`config.mk`:
```
export PLATFORM = sky130hd
export DESIGN_NAME = seg_scan_ctrl
export DESIGN_NICKNAME = d
export VERILOG_FILES = /design/src/rtl/seg_scan_ctrl_pkg.sv /design/src/rtl/seg_hex_decode.sv /design/src/rtl/seg_scan_ctrl.sv
export SDC_FILE = /design/constraint.sdc
export NUM_CORES = 1
export LEC_CHECK = 0
export BUFFER_PORTS_ARGS = -buffer_cell sky130_fd_sc_hd__buf_2
export CAP_MARGIN = 30
export CORE_ASPECT_RATIO = 1.75
export CORE_MARGIN = 8
export CORE_UTILIZATION = 52
export CTS_CLUSTER_DIAMETER = 200
export DETAILED_ROUTE_END_ITERATION = 10
export GPL_ROUTABILITY_DRIVEN = 0
export PLACE_DENSITY = 0.75
export REMOVE_ABC_BUFFERS = 1
export SYNTH_ARGS = -nofsm -noshare
export SYNTH_HDL_FRONTEND = slang
export SYNTH_HIERARCHICAL = 1
export SYNTH_SLANG_ARGS = --single-unit
```
`constraint.sdc`:
```
create_clock -name clk -period 2.2 [get_ports clk]
set_input_delay 0.44 -clock clk [delete_from_list [all_inputs] [get_ports clk]]
set_output_delay 0.44 -clock clk [all_outputs]
set_load 0.005 [all_outputs]
```
`src/rtl/seg_scan_ctrl_pkg.sv`:
```
// Shared definitions for the multiplexed seven-segment scan controller.
// Holds the two-state scan encoding and the hex-to-segment lookup table
// (segments active-high, bit 6 = a ... bit 0 = g).
package seg_scan_ctrl_pkg;

  // GAP_S: dead time with all digits and segments off.
  // DRIVE_S: one digit is actively driven.
  typedef enum logic {
    GAP_S   = 1'b0,
    DRIVE_S = 1'b1
  } scan_state_e;

  localparam int SEG_W = 7;

  // Standard hex glyphs; lower-case b and d keep them distinct from 8 and 0.
  localparam logic [SEG_W-1:0] HEX_SEG_TBL [16] = '{
    7'b1111110,  // 0
    7'b0110000,  // 1
    7'b1101101,  // 2
    7'b1111001,  // 3
    7'b0110011,  // 4
    7'b1011011,  // 5
    7'b1011111,  // 6
    7'b1110000,  // 7
    7'b1111111,  // 8
    7'b1111011,  // 9
    7'b1110111,  // A
    7'b0011111,  // b
    7'b1001110,  // C
    7'b0111101,  // d
    7'b1001111,  // E
    7'b1000111   // F
  };

endpackage

```
`src/rtl/seg_hex_decode.sv`:
```
// Combinational hex nibble to seven-segment decoder (active-high segments).
// Ports: nib_i  - 4-bit hex value
//        seg_o  - 7-bit segment pattern, seg_o[6]=a .. seg_o[0]=g
module seg_hex_decode
  import seg_scan_ctrl_pkg::*;
(
  input  logic [3:0]       nib_i,
  output logic [SEG_W-1:0] seg_o
);

  assign seg_o = HEX_SEG_TBL[nib_i];

endmodule

```
`src/rtl/seg_scan_ctrl.sv`:
```
// Time-multiplexed seven-segment display scanner with a double-buffered
// data register. Each digit slot is GAP dead cycles then DIV drive cycles.
// Ports: clk, rst (async active-low), load/ready (shadow buffer handshake),
//        data_in (nibble k -> digit k), blank_mask (bit k blanks digit k),
//        seg/an (registered segment and digit-select outputs),
//        frame_done (pulse on the last drive cycle of the last digit).
module seg_scan_ctrl
  import seg_scan_ctrl_pkg::*;
#(
  parameter int NUM_DIGITS = 4,
  parameter int DIV        = 50000,
  parameter int GAP        = 2
) (
  input  logic                    clk,
  input  logic                    rst,
  input  logic                    load,
  output logic                    ready,
  input  logic [4*NUM_DIGITS-1:0] data_in,
  input  logic [NUM_DIGITS-1:0]   blank_mask,
  output logic [SEG_W-1:0]        seg,
  output logic [NUM_DIGITS-1:0]   an,
  output logic                    frame_done
);

  // The prescaler is shared by both states, so it is sized for the longer one.
  localparam int CNT_MAX = (DIV > GAP) ? DIV : GAP;
  localparam int CNT_W   = (CNT_MAX > 1) ? $clog2(CNT_MAX) : 1;
  localparam int DIG_W   = $clog2(NUM_DIGITS);

  localparam logic [CNT_W-1:0] DIV_LAST   = CNT_W'(DIV - 1);
  localparam logic [CNT_W-1:0] GAP_LAST   = CNT_W'(GAP - 1);
  localparam logic [DIG_W-1:0] DIGIT_LAST = DIG_W'(NUM_DIGITS - 1);

  // ---------------------------------------------------------------------
  // State
  // ---------------------------------------------------------------------
  scan_state_e               state_q, state_d;
  logic [DIG_W-1:0]          digit_q, digit_d;
  logic [CNT_W-1:0]          cnt_q,   cnt_d;
  logic [SEG_W-1:0]          seg_q,   seg_d;
  logic [NUM_DIGITS-1:0]     an_q,    an_d;

  logic [4*NUM_DIGITS-1:0]   active_q;
  logic [4*NUM_DIGITS-1:0]   shadow_q;
  logic                      full_q;

  logic [3:0]                cur_nib;
  logic [SEG_W-1:0]          cur_seg;
  logic                      boundary;
  logic                      load_acc;

  // ---------------------------------------------------------------------
  // Shared decoder: only the digit currently being scanned is decoded.
  // digit_q is the right select for the next DRIVE_S cycle, because DRIVE_S
  // is only ever entered from GAP_S of the same digit or continued within it.
  // ---------------------------------------------------------------------
  assign cur_nib = active_q[{digit_q, 2'b00} +: 4];

  seg_hex_decode u_hex_decode (
    .nib_i (cur_nib),
    .seg_o (cur_seg)
  );

  // ---------------------------------------------------------------------
  // Scan FSM: next state and next registered outputs
  // ---------------------------------------------------------------------
  always_comb begin
    state_d = state_q;
    digit_d = digit_q;
    cnt_d   = cnt_q + CNT_W'(1);
    seg_d   = '0;
    an_d    = '0;

    unique case (state_q)
      GAP_S: begin
        if (cnt_q == GAP_LAST) begin
          state_d = DRIVE_S;
          cnt_d   = '0;
        end
      end
      DRIVE_S: begin
        if (cnt_q == DIV_LAST) begin
          state_d = GAP_S;
          cnt_d   = '0;
          digit_d = (digit_q == DIGIT_LAST) ? '0 : digit_q + DIG_W'(1);
        end
      end
      default: begin
        state_d = GAP_S;
        cnt_d   = '0;
      end
    endcase

    // Outputs are computed from the state being entered so that seg/an
    // change on the same edge as the state register.
    if ((state_d == DRIVE_S) && !blank_mask[digit_q]) begin
      an_d  = NUM_DIGITS'(1) << digit_q;
      seg_d = cur_seg;
    end
  end

  always_ff @(posedge clk or negedge rst) begin
    if (!rst) begin
      state_q <= GAP_S;
      digit_q <= '0;
      cnt_q   <= '0;
      seg_q   <= '0;
      an_q    <= '0;
    end else begin
      state_q <= state_d;
      digit_q <= digit_d;
      cnt_q   <= cnt_d;
      seg_q   <= seg_d;
      an_q    <= an_d;
    end
  end

  // ---------------------------------------------------------------------
  // Double buffer. The active register only changes on the frame boundary,
  // so a frame never shows a mix of old and new digits.
  // ---------------------------------------------------------------------
  assign boundary = (state_q == DRIVE_S) && (digit_q == DIGIT_LAST) &&
                    (cnt_q == DIV_LAST);
  assign load_acc = load && !full_q;

  always_ff @(posedge clk or negedge rst) begin
    if (!rst) begin
      active_q <= '0;
      shadow_q <= '0;
      full_q   <= 1'b0;
    end else if (boundary && full_q) begin
      active_q <= shadow_q;
      full_q   <= 1'b0;
    end else if (load_acc) begin
      // A load on a boundary with an empty shadow lands here and waits
      // for the following boundary.
      shadow_q <= data_in;
      full_q   <= 1'b1;
    end
  end

  assign ready      = !full_q;
  assign seg        = seg_q;
  assign an         = an_q;
  assign frame_done = boundary;

endmodule
```
==> reports/qor.txt, run 1 <==
GRT overflow: 0
TritonCTS Buffers: 9
Port Buffers: 35
DR iter-0 viols: 106
skew final: 0.005753 ns
startpoint types: register
Max-cap violations: 0
power density over cell area: 581.3 mW/mm^2
Slew @ Worst Pin: 0.4919 ns
Via density: 5.226
Hold Path Class: input port to asynchronous set/reset pin
GRT Total Usage: 15.29%
fin cells: 399
DRC Markers: 0
Core Util, Final: 65.69%
FP Rows: 37
final setup TNS: -0.1609 ns
crit path DAT: 1.85 ns
Initial Utilization: 53.32%
outcome: finished, violations left
ANT nets after route: 0
worst r2r path cells: 13
kind of critical path: register to primary output
CTS tree: yes
Skew-Pair Late Insertion Delay: 0.34 ns
crit path max fanout: 2
fmax: 436.0 MHz
Die Span Y: 117.9 um
H-tree levels: 3
Final Hold Vio Count: 0
max-slew violations: 0
Die W: 74.23 um
layout overhead on the synthesized area: 23.20%
launch point of the worst reg-to-reg path: cnt_q[12]
VDD IR max: 438.3 uV
post-synth top area share: 51.09%
Max clock buf depth: 2
Leak Pwr: 1.797 nW
vias in the first global route: 2,223
yosys warns: 6
count of endpoints failing setup in the final report: 2
clock-pin slew of the registers on the worst-case setup and hold paths: 0.07 ns
fin crit period: 2.294 ns
prevailing post-synth register cell: dfrtp_1
first-pass GRT wire length: 10,200 um
routed len/inst: 15.02 um
Final period util: 104.3%
Cells after Synth: 251
synthesized area per cell: 12.29 sq um
required time of the critical path: 1.76 ns
sequential fraction of the synthesis area: 51.09%
#FFs+latches synth: 63
routed via count: 2,085
CTS root buf: clkbuf_8
initial antenna violation count: 0
ys async rst share: 100.0%
R2R Path End: digit_q[0]
total power: 2.210 mW
IO Count: 36
dominant cells by area after synthesis: dfrtp_1, mux2_2, ha_1
Post-DP HPWL: 4207 um
Setup WS post-layout: -0.09366 ns
FF-to-FF setup slack: -0.07 ns
die area: 0.008752 sq mm
Synth cell types: 42
DP Cell Count: 373
post-synth top area cell: dfrtp_1
# clock sinks: 63
Core ar.: 0.005787 sq mm
DRT Pass-1 Iters: 4
nets: 352
EDFF count, synth: 0
Final Routed Wirelength: 5991 um
Post-Syn Area: 0.003085 sq mm
Critical Path End Type: primary output
failing checks: setup timing
RSZ-0062 raised after global routing: true
ant diodes: 0
layout cells sized above 1: 40.50%
Rel. slew slack: 67.21%
pin count of the biggest net entering global routing: 43
==> how the worst max path moves through the flow <==
stage / startpoint / end / slack [ns] / cells after the start
3_5_place_dp: cnt_q[4] / active_q[3] / 0.01 / 5
4_1_cts: cnt_q[12] / frame_done / -0.11 / 4
5_1_grt: cnt_q[12] / frame_done / -0.16 / 4
2_1_floorplan: cnt_q[4] / active_q[1] / -0.35 / 4
6_report: cnt_q[12] / frame_done / -0.09 / 4
3_3_place_gp: cnt_q[4] / active_q[4] / 0.05 / 5
==> final cells by class <==
class / instances / area (sq um)
Multi-Input combinational cell: 165 / 1440
Inverter: 12 / 45.04
Fill cell: 464 / 1986
Timing Repair Buffer: 65 / 465.4
Clock inverter: 3 / 17.52
Tap cell: 78 / 97.59
Sequential cell: 63 / 1577
Clock buffer: 13 / 158.9
==> layer usage <==
| metal | up-vias | GRT usage, % | part of all wire [%] |
|---|---|---|---|
| met5 | - | 0 | 0 |
| met4 | 0 | 9.506 | 3.1 |
| met3 | 14 | 4.863 | 5.2 |
| met2 | 59 | 24.72 | 50 |
| met1 | 1009 | 16.44 | 41 |
| li1 | 1003 | - | - |
==> cell families after synthesis <==
family                     share of synthesized area [%]
muxes                                              19.30
and+or+nand+nor                                    13.50
AOI/OAI and AO/OA                                  2.961
adders and majority gates                          5.272
buffers and inverters                              4.176
xor gates and xnor gates                           3.690
DFF                                                51.09
==> flip-flops by register name, indices dropped and copies added (netlist names) <==
signal	flops
shadow_q	16
an	4
cnt_q	16
full_q	1
seg	7
digit_q	2
state_q	1
active_q	16
==> cells in the mapped netlist, drive strengths merged, types with 2 or more instances <==
master	instances
a21oi	5
and3	3
buf	7
clkbuf	4
dfrtp	63
ha	13
inv	12
mux2	36
mux2i	4
mux4	5
nand2	18
nand3	5
nand4	7
nor2	25
nor2b	2
nor3	6
nor4	4
o21ai	2
or3	2
or4	2
xnor2	7
xor2	6
==> layout by cell type, fill, tap and decap left out, types with 2 or more instances in the layout <==
master    instances
a21oi_1           4
buf_12            4
buf_2            35
buf_4            22
buf_6             4
clkbuf_1          2
clkbuf_8         11
clkinv_2          2
dfrtp_1          63
ha_1             13
inv_1            12
mux2_2           20
mux2_4           16
mux2i_1           4
mux4_2            4
nand2_1          17
nand3_1           5
nand4_1           7
nor2_1           25
nor2b_1           2
nor3_1            6
nor4_1            2
nor4_4            2
or3_1             2
xnor2_1           7
xor2_1            6
==> worst max-delay path: stages (launching register included) <==
cell     delay, ns
dfrtp_1       0.38
or4b_4        0.57
nor4_4        0.29
and2_1        0.16
buf_2         0.11
==> metrics by stage <==
step | hold slack, ns | worst slack [ns] | instance area (sq um)
2_1_floorplan | 0.1444 | -0.3495 | 3002
3_3_place_gp | 0.4305 | 0.04828 | 3475
3_5_place_dp | 0.4343 | 0.01013 | 3475
4_1_cts | 0.05479 | -0.1103 | 3766
5_1_grt | 0.08355 | -0.1580 | 3801
6_report | 0.05348 | -0.09366 | 3801
==> what timing repair did <==
| item | 4_1_cts | 5_1_grt |
|---|---|---|
| pin swaps | 2 | 0 |
| hold buffers | 0 | 0 |
| resized for setup | 10 | 9 |
| setup buffers | 10 | 0 |
| endpoints found under the setup margin | 6 | 18 |
==> report_power, final <==
| part | switching (mW) | internal [mW] |
|---|---|---|
| registers | 0.0195 | 1.20 |
| clock network | 0.430 | 0.467 |
| logic | 0.0433 | 0.0509 |
| total | 0.493 | 1.72 |
Note: power is estimated with default switching activity, not from simulation.
==> run 2, diff against run 1 <==
--- a/config.mk
+++ b/config.mk
@@ -8,7 +8,6 @@
 export BUFFER_PORTS_ARGS = -buffer_cell sky130_fd_sc_hd__buf_2
 export CAP_MARGIN = 30
 export CORE_ASPECT_RATIO = 1.75
-export CORE_MARGIN = 8
 export CORE_UTILIZATION = 52
 export CTS_CLUSTER_DIAMETER = 200
 export DETAILED_ROUTE_END_ITERATION = 10
==> reports/qor.txt, run 2 (same netlist as run 1, synthesis figures left out) <==
outcome: finished, violations left
failing checks: setup timing
final setup TNS: -1.360 ns
area of the multi-input gates: 0.001434 sq mm
crit path max fanout: 8
Core Util, Final: 68.11%
Setup WS post-layout: -0.1059 ns
count of endpoints failing setup in the final report: 17
Crit path largest cell delay: 0.57 ns
fmax: 433.7 MHz
Leak Pwr: 1.811 nW
FP Rows: 36
initial antenna violation count: 0
GR Util met2: 33.99%
layout overhead on the synthesized area: 24.29%
Die W: 60.23 um
worst-path cell chain: or4b_4, buf_6, nor4_4, and3_4, clkbuf_16, mux2_4
Largest regs: active_q: 16 flops, cnt_q: 16 flops, shadow_q: 16 flops
clock-pin slew of the registers on the worst-case setup and hold paths: 0.07 ns
first-pass GRT wire length: 9818 um
most common cell after layout, fill and taps aside: dfrtp_1
Core ar.: 0.005630 sq mm
Slew @ Worst Pin: 0.3817 ns
nets: 355
total power: 2.223 mW
Fillers: 434
worst r2r path cells: 6
grt met1 use: 26.74%
Final Routed Wirelength: 6056 um
die area: 0.006258 sq mm
kind of critical path: register to register
M3 GR Usage: 6.095%
Critical Path End Type: register
FF-to-FF setup slack: -0.11 ns
cts hold-fix bufs: 0
Via density: 5.291
Port Buffers: 35
max-slew violations: 0
required time of the critical path: 2.42 ns
Die Span Y: 103.9 um
R2R Path End: active_q[15]
# clock sinks: 63
TritonCTS Buffers: 9
Final period util: 104.8%
layout cells sized above 1: 40.25%
launch point of the worst reg-to-reg path: cnt_q[12]
Rel. slew slack: 74.36%
worst hold margin: 0.1040 ns
CTS root buf: clkbuf_8
Max-cap violations: 0
CTS tree: yes
Initial Utilization: 54.80%
Most Crowded Layer GR: met2
startpoint types: register
most frequent cells in the layout: dfrtp_1, buf_2, nor2_1, buf_4, mux2_2
pin count of the biggest net entering global routing: 64
Final Hold Vio Count: 0
fin crit period: 2.306 ns
crit path DAT: 2.53 ns
critical path's slowest cell: or4b_4
routed via count: 2,111
DRT Pass-1 Iters: 4
RSZ-0062 raised after global routing: true
Max clock buf depth: 2
routed len/inst: 15.18 um
IO Count: 36
register area: 0.001578 sq mm
VDD IR max: 464.1 uV
ANT nets after route: 0
vias in the first global route: 2,088
skew final: 0.005952 ns
ant diodes: 0
power density over cell area: 579.7 mW/mm^2
GRT Total Usage: 21.50%
GRT overflow: 0
pre-CTS setup slack: 0.005171 ns
H-tree levels: 3
DRC Markers: 0
Post-DP HPWL: 3966 um
DR iter-0 viols: 86
Skew-Pair Late Insertion Delay: 0.34 ns
Hold Path Class: input port to asynchronous set/reset pin
## run 2: changes by cell type in the layout (fill, tap and decap cells not counted), sizes merged
cell / before / now
buf: 65 / 66
clkbuf: 13 / 17
clkinv: 2 / 0
clkinvlp: 1 / 0
## run 2: final cells by class
cell class	count	area share, %
repair buffers	68	13.21
well taps	76	2.480
multi-input cells	165	37.39
clock buffers	15	4.600
flip-flops and latches	63	41.14
inverters	12	1.175
## run 2: report_power, final
group | internal, mW | switching, mW
Sequential | 1.20 | 0.0195
Clock | 0.497 | 0.412
Combinational | 0.0511 | 0.0443
Total | 1.75 | 0.475
## run 2: routing by layer
layer | vias up | part of all wire, %
met4 | 0 | 2.4
li1 | 1004 | -
met3 | 14 | 3.8
met5 | - | 0
met1 | 1018 | 40
met2 | 75 | 54
## run 2: timing repair
| action | CTS | global route |
|---|---|---|
| setup buffers | 5 | 4 |
| gates cloned | 0 | 2 |
| setup endpoints to repair | 8 | 18 |
| gates resized for setup | 14 | 2 |
| pin swaps | 4 | 3 |
## run 2: worst max-delay path: cells and delay by family, from the launching register on
| kind | cells | cell delay (ns) |
|---|---|---|
| and+or+nand+nor | 3 | 1.17 |
| DFF | 1 | 0.38 |
| buffers and inverters | 2 | 0.33 |
| muxes | 1 | 0.30 |
## run 2: stage by stage
stage,std cells,area [sq um]
final,399,3835
after global routing,399,3835
after CTS,393,3750
after detailed placement,373,3475
after global placement,373,3475
after floorplan,240,3002
## run 2: worst max-delay path by stage
stage,startpoint,slack [ns],to
6_report,cnt_q[12],-0.11,active_q[15]
3_5_place_dp,cnt_q[13],0.005,active_q[7]
5_1_grt,cnt_q[12],-0.16,frame_done
3_3_place_gp,cnt_q[13],0.05,active_q[1]
4_1_cts,cnt_q[7],-0.07,frame_done
2_1_floorplan,cnt_q[4],-0.35,active_q[1]
